File: config.mk
export PLATFORM = sky130hd
export DESIGN_NAME = dt_pack_flat
export DESIGN_NICKNAME = d
export VERILOG_FILES = /design/src/rtl/dt_pack_if.sv /design/src/rtl/dt_pack.sv /design/src/flat_wrapper.sv
export SDC_FILE = /design/constraint.sdc
export NUM_CORES = 1
export LEC_CHECK = 0
export CAP_MARGIN = 15
export CORE_UTILIZATION = 55
export DETAILED_ROUTE_END_ITERATION = 10
export PLACE_DENSITY = 0.95
export SLEW_MARGIN = 20
export SYNTH_ARGS = -nofsm -noshare
export SYNTH_HDL_FRONTEND = slang
export SYNTH_SLANG_ARGS = --single-unit
File: constraint.sdc
create_clock -name clk -period 2.9 [get_ports clk]
set_clock_uncertainty 0.05 [all_clocks]
set_input_delay 0.58 -clock clk [delete_from_list [all_inputs] [get_ports clk]]
set_output_delay 0.58 -clock clk [all_outputs]
set_load 0.03 [all_outputs]
File: src/rtl/dt_pack_if.sv
// -----------------------------------------------------------------------------
// dt_pack_if : RAM-side bus bundle for dt_pack.
//   res_rd   : result-RAM read enable
//   res_addr : pixel index {row[6:0], col[6:0]}
//   res_di   : result-RAM read data, valid one cycle after res_addr
//   sti_wr   : image-RAM write strobe, one cycle per packed word
//   sti_addr : word index {row[6:0], colword[2:0]}
//   sti_do   : packed word, bit i = pixel column colword*16+i
// master = packer side, slave = RAM side.
// -----------------------------------------------------------------------------
interface dt_pack_if;
  logic        res_rd;
  logic [13:0] res_addr;
  logic [7:0]  res_di;
  logic        sti_wr;
  logic [9:0]  sti_addr;
  logic [15:0] sti_do;

  modport master (
    output res_rd, res_addr, sti_wr, sti_addr, sti_do,
    input  res_di
  );

  modport slave (
    input  res_rd, res_addr, sti_wr, sti_addr, sti_do,
    output res_di
  );
endinterface

File: src/rtl/dt_pack.sv
// -----------------------------------------------------------------------------
// dt_pack : streams a 128x128 8-bit distance map out of the result RAM,
// thresholds each pixel (res_di > thr) and packs 16 pixels per word into a
// 1024 x 16-bit binary image in the image RAM.
//
// Ports:
//   clk        : clock, rising edge
//   reset      : synchronous active-high reset
//   start_i    : one-cycle request, honoured only in IDLE/DONE
//   thr_i      : threshold, latched on an accepted start
//   busy_o     : high from the cycle after an accepted start until done
//   done_o     : high in DONE, cleared by the next accepted start or reset
//   ram        : dt_pack_if.master (result-RAM reads, image-RAM writes)
//   ones_cnt_o : running count of 1 bits written (only with DT_PACK_CNT_EN)
//
// Optional feature macro: DT_PACK_CNT_EN (adds ones_cnt_o and its adder).
// -----------------------------------------------------------------------------
module dt_pack (
  input  logic        clk,
  input  logic        reset,
  input  logic        start_i,
  input  logic [7:0]  thr_i,
  output logic        busy_o,
  output logic        done_o,
  dt_pack_if.master   ram
`ifdef DT_PACK_CNT_EN
  ,
  output logic [14:0] ones_cnt_o
`endif
);

  localparam int STAGES = 1;            // read issue -> data capture
  localparam logic [13:0] LAST_PIX  = 14'h3fff;
  localparam logic [9:0]  LAST_WORD = 10'h3ff;

  typedef enum logic [1:0] {S_IDLE, S_RUN, S_DRAIN, S_DONE} state_e;

  state_e        state_q, state_d;
  logic [7:0]    thr_q;
  logic [13:0]   addr_q;                // pixel being read this cycle
  logic [13:0]   cap_k_q;               // pixel whose data is on res_di
  logic [STAGES:0] vld_pipe;            // [0]: read issued, [1]: data valid
  logic [15:0]   acc_q;                 // word under assembly
  logic          sti_wr_q;
  logic [9:0]    sti_addr_q;
  logic [15:0]   sti_do_q;
  logic          busy_q, done_q;

  logic          accept;
  logic          pix_bit;
  logic          last_wr;

  assign accept  = start_i && (state_q == S_IDLE || state_q == S_DONE);
  assign pix_bit = (ram.res_di > thr_q);
  // The final word sits on the bus this cycle; DRAIN can finish.
  assign last_wr = sti_wr_q && (sti_addr_q == LAST_WORD);

  // ---------------------------------------------------------------------------
  // FSM
  // ---------------------------------------------------------------------------
  always_ff @(posedge clk) begin
    if (reset) state_q <= S_IDLE;
    else       state_q <= state_d;
  end

  always_comb begin
    state_d = state_q;
    unique case (state_q)
      S_IDLE:  if (start_i) state_d = S_RUN;
      S_RUN:   if (addr_q == LAST_PIX) state_d = S_DRAIN;
      S_DRAIN: if (last_wr) state_d = S_DONE;
      S_DONE:  if (start_i) state_d = S_RUN;
      default: state_d = S_IDLE;
    endcase
  end

  // ---------------------------------------------------------------------------
  // Read issue, capture and word packing
  // ---------------------------------------------------------------------------
  always_ff @(posedge clk) begin
    if (reset) begin
      thr_q      <= '0;
      addr_q     <= '0;
      cap_k_q    <= '0;
      vld_pipe   <= '0;
      acc_q      <= '0;
      sti_wr_q   <= 1'b0;
      sti_addr_q <= '0;
      sti_do_q   <= '0;
      busy_q     <= 1'b0;
      done_q     <= 1'b0;
    end else begin
      // data returns one cycle after the address, so the capture stage just
      // follows the issue stage by one register
      vld_pipe[STAGES:1] <= vld_pipe[STAGES-1:0];
      cap_k_q            <= addr_q;
      sti_wr_q           <= 1'b0;

      if (accept) begin
        thr_q       <= thr_i;
        addr_q      <= '0;
        vld_pipe[0] <= 1'b1;
        acc_q       <= '0;
        busy_q      <= 1'b1;
        done_q      <= 1'b0;
      end else if (state_q == S_RUN) begin
        if (addr_q == LAST_PIX) vld_pipe[0] <= 1'b0;
        else                    addr_q      <= addr_q + 14'd1;
      end

      if (vld_pipe[STAGES]) begin
        acc_q[cap_k_q[3:0]] <= pix_bit;
        // last pixel of a word: bypass the accumulator for bit 15 so the word
        // goes out on the very next cycle
        if (cap_k_q[3:0] == 4'hf) begin
          sti_wr_q   <= 1'b1;
          sti_addr_q <= cap_k_q[13:4];
          sti_do_q   <= {pix_bit, acc_q[14:0]};
        end
      end

      if (state_q == S_DRAIN && last_wr) begin
        busy_q <= 1'b0;
        done_q <= 1'b1;
      end
    end
  end

  assign ram.res_rd   = vld_pipe[0];
  assign ram.res_addr = addr_q;
  assign ram.sti_wr   = sti_wr_q;
  assign ram.sti_addr = sti_addr_q;
  assign ram.sti_do   = sti_do_q;
  assign busy_o       = busy_q;
  assign done_o       = done_q;

`ifdef DT_PACK_CNT_EN
  // ---------------------------------------------------------------------------
  // Ones counter: popcount of the word on the bus is folded in at the end of
  // its write cycle, so the total is final on the edge that raises done.
  // ---------------------------------------------------------------------------
  logic [14:0] ones_cnt_q;
  logic [4:0]  word_pop;

  always_comb begin
    word_pop = '0;
    for (int i = 0; i < 16; i++) word_pop = word_pop + {4'd0, sti_do_q[i]};
  end

  always_ff @(posedge clk) begin
    if (reset)         ones_cnt_q <= '0;
    else if (accept)   ones_cnt_q <= '0;
    else if (sti_wr_q) ones_cnt_q <= ones_cnt_q + {10'd0, word_pop};
  end

  assign ones_cnt_o = ones_cnt_q;
`endif

endmodule

File: src/flat_wrapper.sv
// flat-port wrapper written by rule: the top's interface ports become plain ports
module dt_pack_flat 
  (clk, reset, start_i, thr_i, busy_o, done_o, ram_res_rd, ram_res_addr, ram_sti_wr, ram_sti_addr, ram_sti_do, ram_res_di);
  dt_pack_if ram_i ();
  input  logic clk;
  input  logic reset;
  input  logic start_i;
  input  logic [7:0] thr_i;
  output logic busy_o;
  output logic done_o;
  output wire logic [$bits(ram_i.res_rd)-1:0] ram_res_rd;
  output wire logic [$bits(ram_i.res_addr)-1:0] ram_res_addr;
  output wire logic [$bits(ram_i.sti_wr)-1:0] ram_sti_wr;
  output wire logic [$bits(ram_i.sti_addr)-1:0] ram_sti_addr;
  output wire logic [$bits(ram_i.sti_do)-1:0] ram_sti_do;
  input wire logic [$bits(ram_i.res_di)-1:0] ram_res_di;
  assign ram_res_rd = ram_i.res_rd;
  assign ram_res_addr = ram_i.res_addr;
  assign ram_sti_wr = ram_i.sti_wr;
  assign ram_sti_addr = ram_i.sti_addr;
  assign ram_sti_do = ram_i.sti_do;
  assign ram_i.res_di = ram_res_di;
  dt_pack u_core (.clk(clk), .reset(reset), .start_i(start_i), .thr_i(thr_i), .busy_o(busy_o), .done_o(done_o), .ram(ram_i));
endmodule
## Word level (Yosys, flattened, before mapping)

Index checks and enable logic that the tools add are counted.

| cells by class | value |
|---|---|
| add/sub/neg operators | 1 |
| magnitude comparators | 3 |
| equality and inequality tests | 9 |
| muxes and demuxes | 16 |
| bitwise logic cells | 2 |
| reductions and logical operators | 17 |

Operators by type and width:

| kind | count |
|---|---|
| $mux W16 | 3 |
| $bwmux W16 | 1 |
| $add A14 B1 Y14 const B | 1 |
| $eq A14 B14 Y1 const B | 1 |
| $eq A10 B10 Y1 const B | 1 |
| $gt A8 B8 Y1 | 1 |
| $reduce_or A2 Y1 | 4 |
| $mux W1 | 7 |
| $mux W2 | 3 |
| $ne A2 B1 Y1 const B | 3 |
| $pmux W2 S3 | 1 |
| $reduce_and A2 Y1 | 3 |
| $reduce_bool A2 Y1 | 3 |
| $lt A4 B5 Y1 const B | 1 |
| $demux W1 S4 | 1 |
| $eq A2 B2 Y1 const B | 2 |
| $eq A4 B4 Y1 const B | 1 |
| $ge A4 B1 Y1 const B | 1 |
| $logic_and A1 B1 Y1 | 4 |
| $reduce_and A3 Y1 | 1 |
| $eq A2 B1 Y1 const B | 1 |
| $logic_not A2 Y1 | 1 |
| $not A1 Y1 | 2 |
| $logic_or A1 B1 Y1 | 1 |

| storage, ports and cells | value |
|---|---|
| bits in registers | 85 |
| word-level logic and storage cells | 60 |

## Longest topological paths before layout

Gate-level depths: netlist (run 1).

| depth | value |
|---|---|
| depth in word-level cells | 7 |
| mapped depth | 8 |
| mapped depth without buffers | 7 |

## Worst setup path before layout (run 1)

No wires, ideal clock.

| timing path | value |
|---|---|
| kind | in2reg |
| start | in ram_res_di[5] |
| end | reg u_core.acc_q[0] |
| arrival time | 1.980 ns |
| data required time | 2.719 ns |
| slack | 0.739 ns |
| cell stages on the path | 7 |
| buffers on the path | 1 |
| cells stage by stage | ha_1 a21o_1 a21oi_1 nor2b_1 o31ai_2 clkbuf_1 o21ai_0 |

| between the ends | value |
|---|---|
| word-level cells in the longest chain between the ends | 3 |

Ends and longest elaborated chain:

| what | RTL line | RTL |
|---|---|---|
| from (decl) | flat_wrapper.sv:16 | `input wire logic [$bits(ram_i.res_di)-1:0] ram_res_di;` |
| $gt A8 B8 Y1 | dt_pack.sv:54 | `assign pix_bit = (ram.res_di > thr_q);` |
| $bwmux W16 | dt_pack.sv:112 | `acc_q[cap_k_q[3:0]] <= pix_bit;` |
| $mux W16 | dt_pack.sv:111 | `if (vld_pipe[STAGES]) begin` |
| to (signal, indexed assignment) | dt_pack.sv:112 |  |
| to (decl) | dt_pack.sv:43 | `logic [15:0] acc_q;` |

No other way between the ends.
A chain may end at the register's enable or synchronous reset.

## Worst setup path after layout (run 1)

| timing path | value |
|---|---|
| start | reg u_core.state_q[0] |
| end | reg u_core.acc_q[2] |

| between the ends | value |
|---|---|
| word-level cells in the longest chain between the ends | 7 |

Ends and longest elaborated chain:

| what | RTL line | RTL |
|---|---|---|
| from (decl) | dt_pack.sv:38 | `state_e state_q, state_d;` |
| from (signal assigned) | dt_pack.sv:63 | `else state_q <= state_d;` |
| $eq A2 B2 Y1 / $logic_not A2 Y1 (equally long branches) | dt_pack.sv:53 | `assign accept = start_i && (state_q == S_IDLE \|\| state_q == S_DONE);` |
| $logic_or A1 B1 Y1 (*) | dt_pack.sv:53 |  |
| $logic_and A1 B1 Y1 (*) | dt_pack.sv:53 |  |
| $mux W16 (*) | dt_pack.sv:99 | `if (accept) begin` |
| $mux W16 (*) | dt_pack.sv:81 | `if (reset) begin` |
| $bwmux W16 | dt_pack.sv:112 |  |
| $mux W16 (*) | dt_pack.sv:111 |  |

Every way passes the cells marked *; elsewhere a longest branch is shown, timed or not. The select of a mux whose other input is x is not followed.

==> results of run 1 <==
## sequential cells by signal, indices dropped and copies added, names as in the netlist
name and flops:
u_core.acc_q 15, u_core.state_q 2, u_core.vld_pipe 2, u_core.thr_q 8, u_core.ram.res_addr 14, u_core.cap_k_q 14
u_core.ram.sti_addr 10, u_core.done_o 1, u_core.busy_o 1, u_core.ram.sti_wr 1, u_core.ram.sti_do 16
## final cells by class
| type | count | area (sq um) | share of cell area (%) |
|---|---|---|---|
| Sequential cell | 84 | 1680 | 40.0 |
| Timing Repair Buffer | 67 | 653 | 15.5 |
| Inverter | 15 | 56.3 | 1.34 |
| Tap cell | 75 | 93.8 | 2.23 |
| Clock inverter | 6 | 48.8 | 1.16 |
| Clock buffer | 10 | 138 | 3.27 |
| Multi-Input combinational cell | 264 | 1540 | 36.5 |
## power by group through the flow
| stage | clock network (mW) | logic [mW] | registers, mW |
|---|---|---|---|
| 2_1_floorplan | 0 | 0.284 | 1.30 |
| 3_3_place_gp | 0 | 0.410 | 1.28 |
| 3_5_place_dp | 0 | 0.429 | 1.28 |
| 4_1_cts | 0.802 | 0.444 | 1.26 |
| 5_1_grt | 0.851 | 0.491 | 1.26 |
| 6_report | 0.798 | 0.446 | 1.26 |
## layer usage
metal | global-route usage, % | part of all wire, % | up-vias
li1 | - | - | 1425
met1 | 30.7 | 41 | 1409
met2 | 48.8 | 52 | 93
met3 | 5.83 | 4.3 | 27
met4 | 15.2 | 3.4 | 0
met5 | 0 | 0 | -
## stage by stage
stage	utilization, %	hold WS [ns]	total power, mW
6_report	71.5	0.389	2.50
5_1_grt	71.5	0.397	2.60
4_1_cts	71.5	0.387	2.50
3_5_place_dp	68.3	0.377	1.71
3_3_place_gp	68.3	0.373	1.69
2_1_floorplan	-	0.367	1.58
## final timing paths
path / start / to / slack, ns / depth (start not counted)
setup / recovery: u_core.state_q[0] / u_core.acc_q[2] / 0.53 / 6
hold / removal: u_core.cap_k_q[8] / u_core.ram.sti_addr[4] / 0.39 / 2
setup reg to reg: u_core.state_q[0] / u_core.acc_q[2] / 0.53 / 6
hold reg to reg: u_core.cap_k_q[8] / u_core.ram.sti_addr[4] / 0.39 / 2
## worst max-delay path: stages, from the launching register on
cell	delay, ns
dfxtp_1	0.39
inv_1	0.06
ha_1	0.33
and2_1	0.26
nor2_1	0.76
o311ai_0	0.30
o41ai_1	0.11
## logic make-up after synthesis
logic type / count (synthesis) / share of synthesized area [%]
muxes: 2 / 0.599
adders and majority gates: 12 / 4.50
buffers and inverters: 32 / 3.60
DFF: 84 / 50.4
and+or+nand+nor: 161 / 22.7
AOI/OAI and AO/OA: 77 / 15.1
xor gates and xnor gates: 12 / 3.15
## cell usage in the layout (no fill, tap or decap), types with 3 or more instances in the layout
cell,n
o31ai_1,8
o21ai_0,8
dfxtp_1,84
o211ai_1,9
nor2_1,23
xor2_1,4
nor3_1,5
ha_1,12
nand2b_1,3
nand4_1,7
nor2b_1,17
clkinvlp_4,3
nand2_1,78
clkbuf_8,10
clkdlybuf4s50_1,61
nand3_1,13
inv_1,15
xnor2_1,8
a21oi_1,40
nand3b_1,4
buf_4,5
==> run_results.csv, run 1 <==
group,metric,value,unit
power_and_ir_drop,p_sw_share,31.0,%
power_and_ir_drop,power_density,594,nW/um^2
status,run_status,"complete, no violations",
floorplan,die_x,79.9,um
sta,tns,0,ns
cells_and_area,fin_cells,521,
sta,drv_slew,0,
clock_network,cts_tree,"done",
yosys,yosysMostFrequentCell,"dfxtp_1",
clock_network,cts-root-buf,"clkbuf_8",
sta,period_needed,2.37,ns
global_routing,antenna_found_initial,0,
yosys,yosysWarnings,0,
clock_network,cts.htree.levels,3,
critical_path,cp.required,3.12,ns
cells_and_area,syn_to_final_growth,26.0,%
global_routing,grt_pass1_vias,2843,
sta,worst_pin_slew,0.951,ns
yosys,synthCells,380,
sta,slew_headroom,36.3,%
sta,fmax,423,MHz
power_and_ir_drop,ir_worst_vdd,354,uV
global_routing,grt_max_degree,30,
critical_path,critPathLaunchType,"flop",
floorplan,fp-row-count,28,
yosys,synth_edf_count,0,
yosys,synth_flop_cell,"dfxtp_1",
power_and_ir_drop,pwr-share-comb,17.8,%
drt,wire_per_inst,15.4,um
cells_and_area,fillCellCount,432,
clock_network,insertion_delay,0.37,ns
critical_path,crit_type,"reg -> reg",
sta,finalCritPeriodShare,81.6,%
drt,drt_iter0_drc,253,
power_and_ir_drop,p_leak,1.44,nW
drt,remaining_drc_errors,0,
yosys,syn_avg_cell_area,8.79,sq um
yosys,synth_top_area_share,50.4,%
power_and_ir_drop,pwr-share-clk,31.9,%
cells_and_area,drive_gt1_share,6.50,%
clock_network,numCtsBuffers,9,
placement,dp_slack,0.275,ns
drt,postRouteAntennaNets,0,
clock_network,post_cts_buffers,0,
flow_run,drv_cap,0,
global_routing,grt-ovfl-total,0,
power_and_ir_drop,power.internal,1.73,mW
global_routing,grt_use_total,27.6,%
yosys,synthTopCellsByArea,"dfxtp_1 (50%), nand2_1 (8.8%), a21oi_1 (6.0%), ha_1 (4.5%), nor2b_1 (3.2%)",
placement,io_buffers,62,
critical_path,end_kind,"flop",
sta,layout_setup_ws,0.533,ns
floorplan,ios,63,
critical_path,critPathArrivalTime,2.59,ns
drt,dr.pass1.iters,4,
clock_network,cts_hold_buf,0,
floorplan,die_h,79.9,um
yosys,yosysUniqueCellTypes,38,
drt,viasPerCell,5.67,
clock_network,clk_path_buf_depth,2,
cells_and_area,layout.nets,472,
critical_path,critPathMaxFanout,15,
sta,rsz0062_at_grt,"no",
yosys,ys_ff_latch,84,
clock_network,path_clk_slew,0.09,ns
drt,routed_wl,8000,um
power_and_ir_drop,netSwitchingPower,776,uW
power_and_ir_drop,power_frac_seq,50.3,%
floorplan,die_area,6390,sq um
placement,place_area,4020,sq um
placement,dpl.cell_count,505,
yosys,netlist_area,3340,sq um
yosys,postSynthNetCount,411,
cells_and_area,post-route-cell-area,4210,sq um
clock_network,cts_resized,0,
floorplan,core,5890,sq um
min_path,hp-class,"reg -> reg",
sta,setup_viol,0,
drt,vias,2954,
global_routing,grt_pass1_wl,13300,um
cells_and_area,insertedDiodeCount,0,
yosys,yosysTopAreaCell,"dfxtp_1",
clock_network,numClockSinks,84,
sta,hold_viol,0,
placement,place.gp.congestion,0.789,
floorplan,initial_utilization,56.7,%
yosys,synth-async-reset-ratio,0,%
yosys,synth_top_cells_by_count,"dfxtp_1 (84), nand2_1 (78), a21oi_1 (40), nor2_1 (23), nor2b_1 (17)",
placement,dp_hpwl,5220,um
yosys,seq_area_frac_synth,50.4,%
Power figures use the tool's default switching activity.
==> run 2: changes to the inputs <==
CORE_UTILIZATION = 46   (was 55)
PLACE_DENSITY = 0.86   (was 0.95)
clock period = 2 ns   (was 2.9 ns; I/O delays follow)
==> run 2 against run 1 <==
Count of clock-buffer cells in the layout down 1. Cell area up 3.6%. Die area up 19%. Wire length down 13%. Global-route usage down 7.5 points. Critical endpoint is now ram_res_addr[8]. Sequential share of layout area down 1.3 points. Power up 53%. Worst hold slack worse by 0.054 ns. Combinational power up 52%.
==> run_results.csv, run 2 (synthesized netlist as in run 1, its figures left out) <==
group,metric,value,unit
cells_and_area,layout_common_cells,"dfxtp_1 (82), nand2_1 (78), clkdlybuf4s50_1 (52), a21oi_1 (40), nor2_1 (23)",
drt,wire_per_inst,12.7,um
floorplan,core,6910,sq um
floorplan,die_h,87.2,um
floorplan,fp-row-count,30,
critical_path,critPathMaxFanout,6,
critical_path,cp_top_family,"buffers and inverters",
critical_path,end_kind,"output port",
sta,setup_viol,0,
clock_network,path_clk_slew,0.09,ns
sta,period_needed,1.95,ns
floorplan,die_x,87.2,um
sta,layout_setup_ws,0.0544,ns
global_routing,grt_pass1_vias,2604,
sta,drv_slew,0,
sta,whs,0.335,ns
sta,slew_headroom,65.1,%
drt,wl_met3,207,um
clock_network,insertion_delay,0.36,ns
critical_path,critPathArrivalTime,1.50,ns
drt,vias,2802,
clock_network,numCtsBuffers,9,
flow_run,drv_cap,0,
critical_path,critPathLaunchType,"flop",
clock_network,cts_tree,"done",
clock_network,numClockSinks,84,
power_and_ir_drop,ir_worst_vdd,494,uV
clock_network,cts-root-buf,"clkbuf_8",
placement,io_buffers,62,
cells_and_area,final_common_cell,"dfxtp_1",
critical_path,cp.required,1.55,ns
clock_network,post_cts_buffers,0,
sta,finalCritPeriodShare,97.3,%
clock_network,clk_path_buf_depth,2,
floorplan,ios,63,
sta,hold_viol,0,
critical_path,slowest_delay,0.71,ns
cells_and_area,insertedDiodeCount,0,
global_routing,antenna_found_initial,0,
critical_path,r2r_cells,8,
global_routing,grt_max_degree,26,
min_path,hp-class,"in -> reg",
cells_and_area,fillCellCount,586,
power_and_ir_drop,power_density,877,nW/um^2
cells_and_area,drive_gt1_share,9.03,%
power_and_ir_drop,p_total,3.82,mW
drt,top_layer,"met4",
critical_path,path_cells,"clkdlybuf4s50_1",
drt,viasPerCell,5.09,
drt,drt_iter0_drc,117,
drt,drt-met1-wl,3130,um
status,run_status,"complete, no violations",
critical_path,cp_slowest_cell,"clkdlybuf4s50_1",
global_routing,grt-ovfl-total,0,
drt,met2_length,3500,um
cells_and_area,syn_to_final_growth,30.5,%
sta,fmax,514,MHz
cells_and_area,layout.nets,480,
sta,rsz0062_at_grt,"no",
placement,dp_hpwl,4900,um
drt,remaining_drc_errors,0,
placement,dp_slack,-0.247,ns
critical_path,reg2reg_to,"u_core.acc_q[4]",
sta,worst_pin_slew,0.520,ns
power_and_ir_drop,p_leak,1.64,nW
floorplan,die_area,7600,sq um
min_path,hold_start,"reset",
placement,place.gp.congestion,0.804,
cells_and_area,final_util,63.1,%
clock_network,cts.htree.levels,3,
global_routing,grt_pass1_wl,11800,um
min_path,hold-path-endpoint,"u_core.thr_q[0]",
critical_path,crit_type,"reg -> out",
cells_and_area,largest_reg_flops,16,
critical_path,worst-path-buf-inv,1,
critical_path,reg2reg_slack,0.22,ns
drt,routed_wl,6980,um
drt,dr.pass1.iters,5,
drt,postRouteAntennaNets,0,
global_routing,grt_use_total,20.1,%
floorplan,initial_utilization,48.4,%
critical_path,r2r_start,"u_core.thr_q[1]",
critical_path,crit_start,"u_core.ram.res_addr[8]",
min_path,whs_path_depth,2,
-- run 2: routing by layer --
metal  GRT usage (%)  up-vias
li1                -     1439
met1            24.3     1298
met2            34.5       54
met3            3.70       11
met4            9.39        0
met5               0        -
-- run 2: timing repair --
action                                  4_1_cts  5_1_grt
hold buffers                                  0        0
endpoints found under the setup margin        3        8
gates resized for setup                       3        8
cloned                                        0        0
-- run 2: area by class of cell --
cell class / instances / area, sq um / area share, %
Clock buffer: 9 / 124 / 2.84
Inverter: 15 / 56.3 / 1.29
Timing Repair Buffer: 75 / 724 / 16.6
Multi-Input combinational cell: 264 / 1550 / 35.6
Sequential cell: 84 / 1680 / 38.6
Clock inverter: 7 / 97.6 / 2.24
Tap cell: 96 / 120 / 2.76
-- run 2: worst max-delay path by stage --
stage | slack [ns] | to | cells past startpoint
floorplan | 0.01 | u_core.state_q[1] | 5
global placement | -0.19 | u_core.acc_q[1] | 8
detailed placement | -0.25 | u_core.acc_q[4] | 8
CTS | 0.02 | ram_res_addr[2] | 1
global route | 0.003 | u_core.acc_q[8] | 8
finish | 0.05 | ram_res_addr[8] | 1
-- run 2: stage by stage --
stage	instance area, sq um	TNS, ns	cells
CTS	4330	0	550
finish	4360	0	550
floorplan	3340	0	380
detailed placement	4110	-3.59	534
global placement	4110	-2.99	534
global route	4360	0	550
-- run 2: power breakdown --
part | internal, mW | switching [mW] | total, mW
combinational | 0.297 | 0.381 | 0.678
sequential | 1.75 | 0.0568 | 1.81
clock | 0.709 | 0.626 | 1.34
total | 2.76 | 1.06 | 3.82
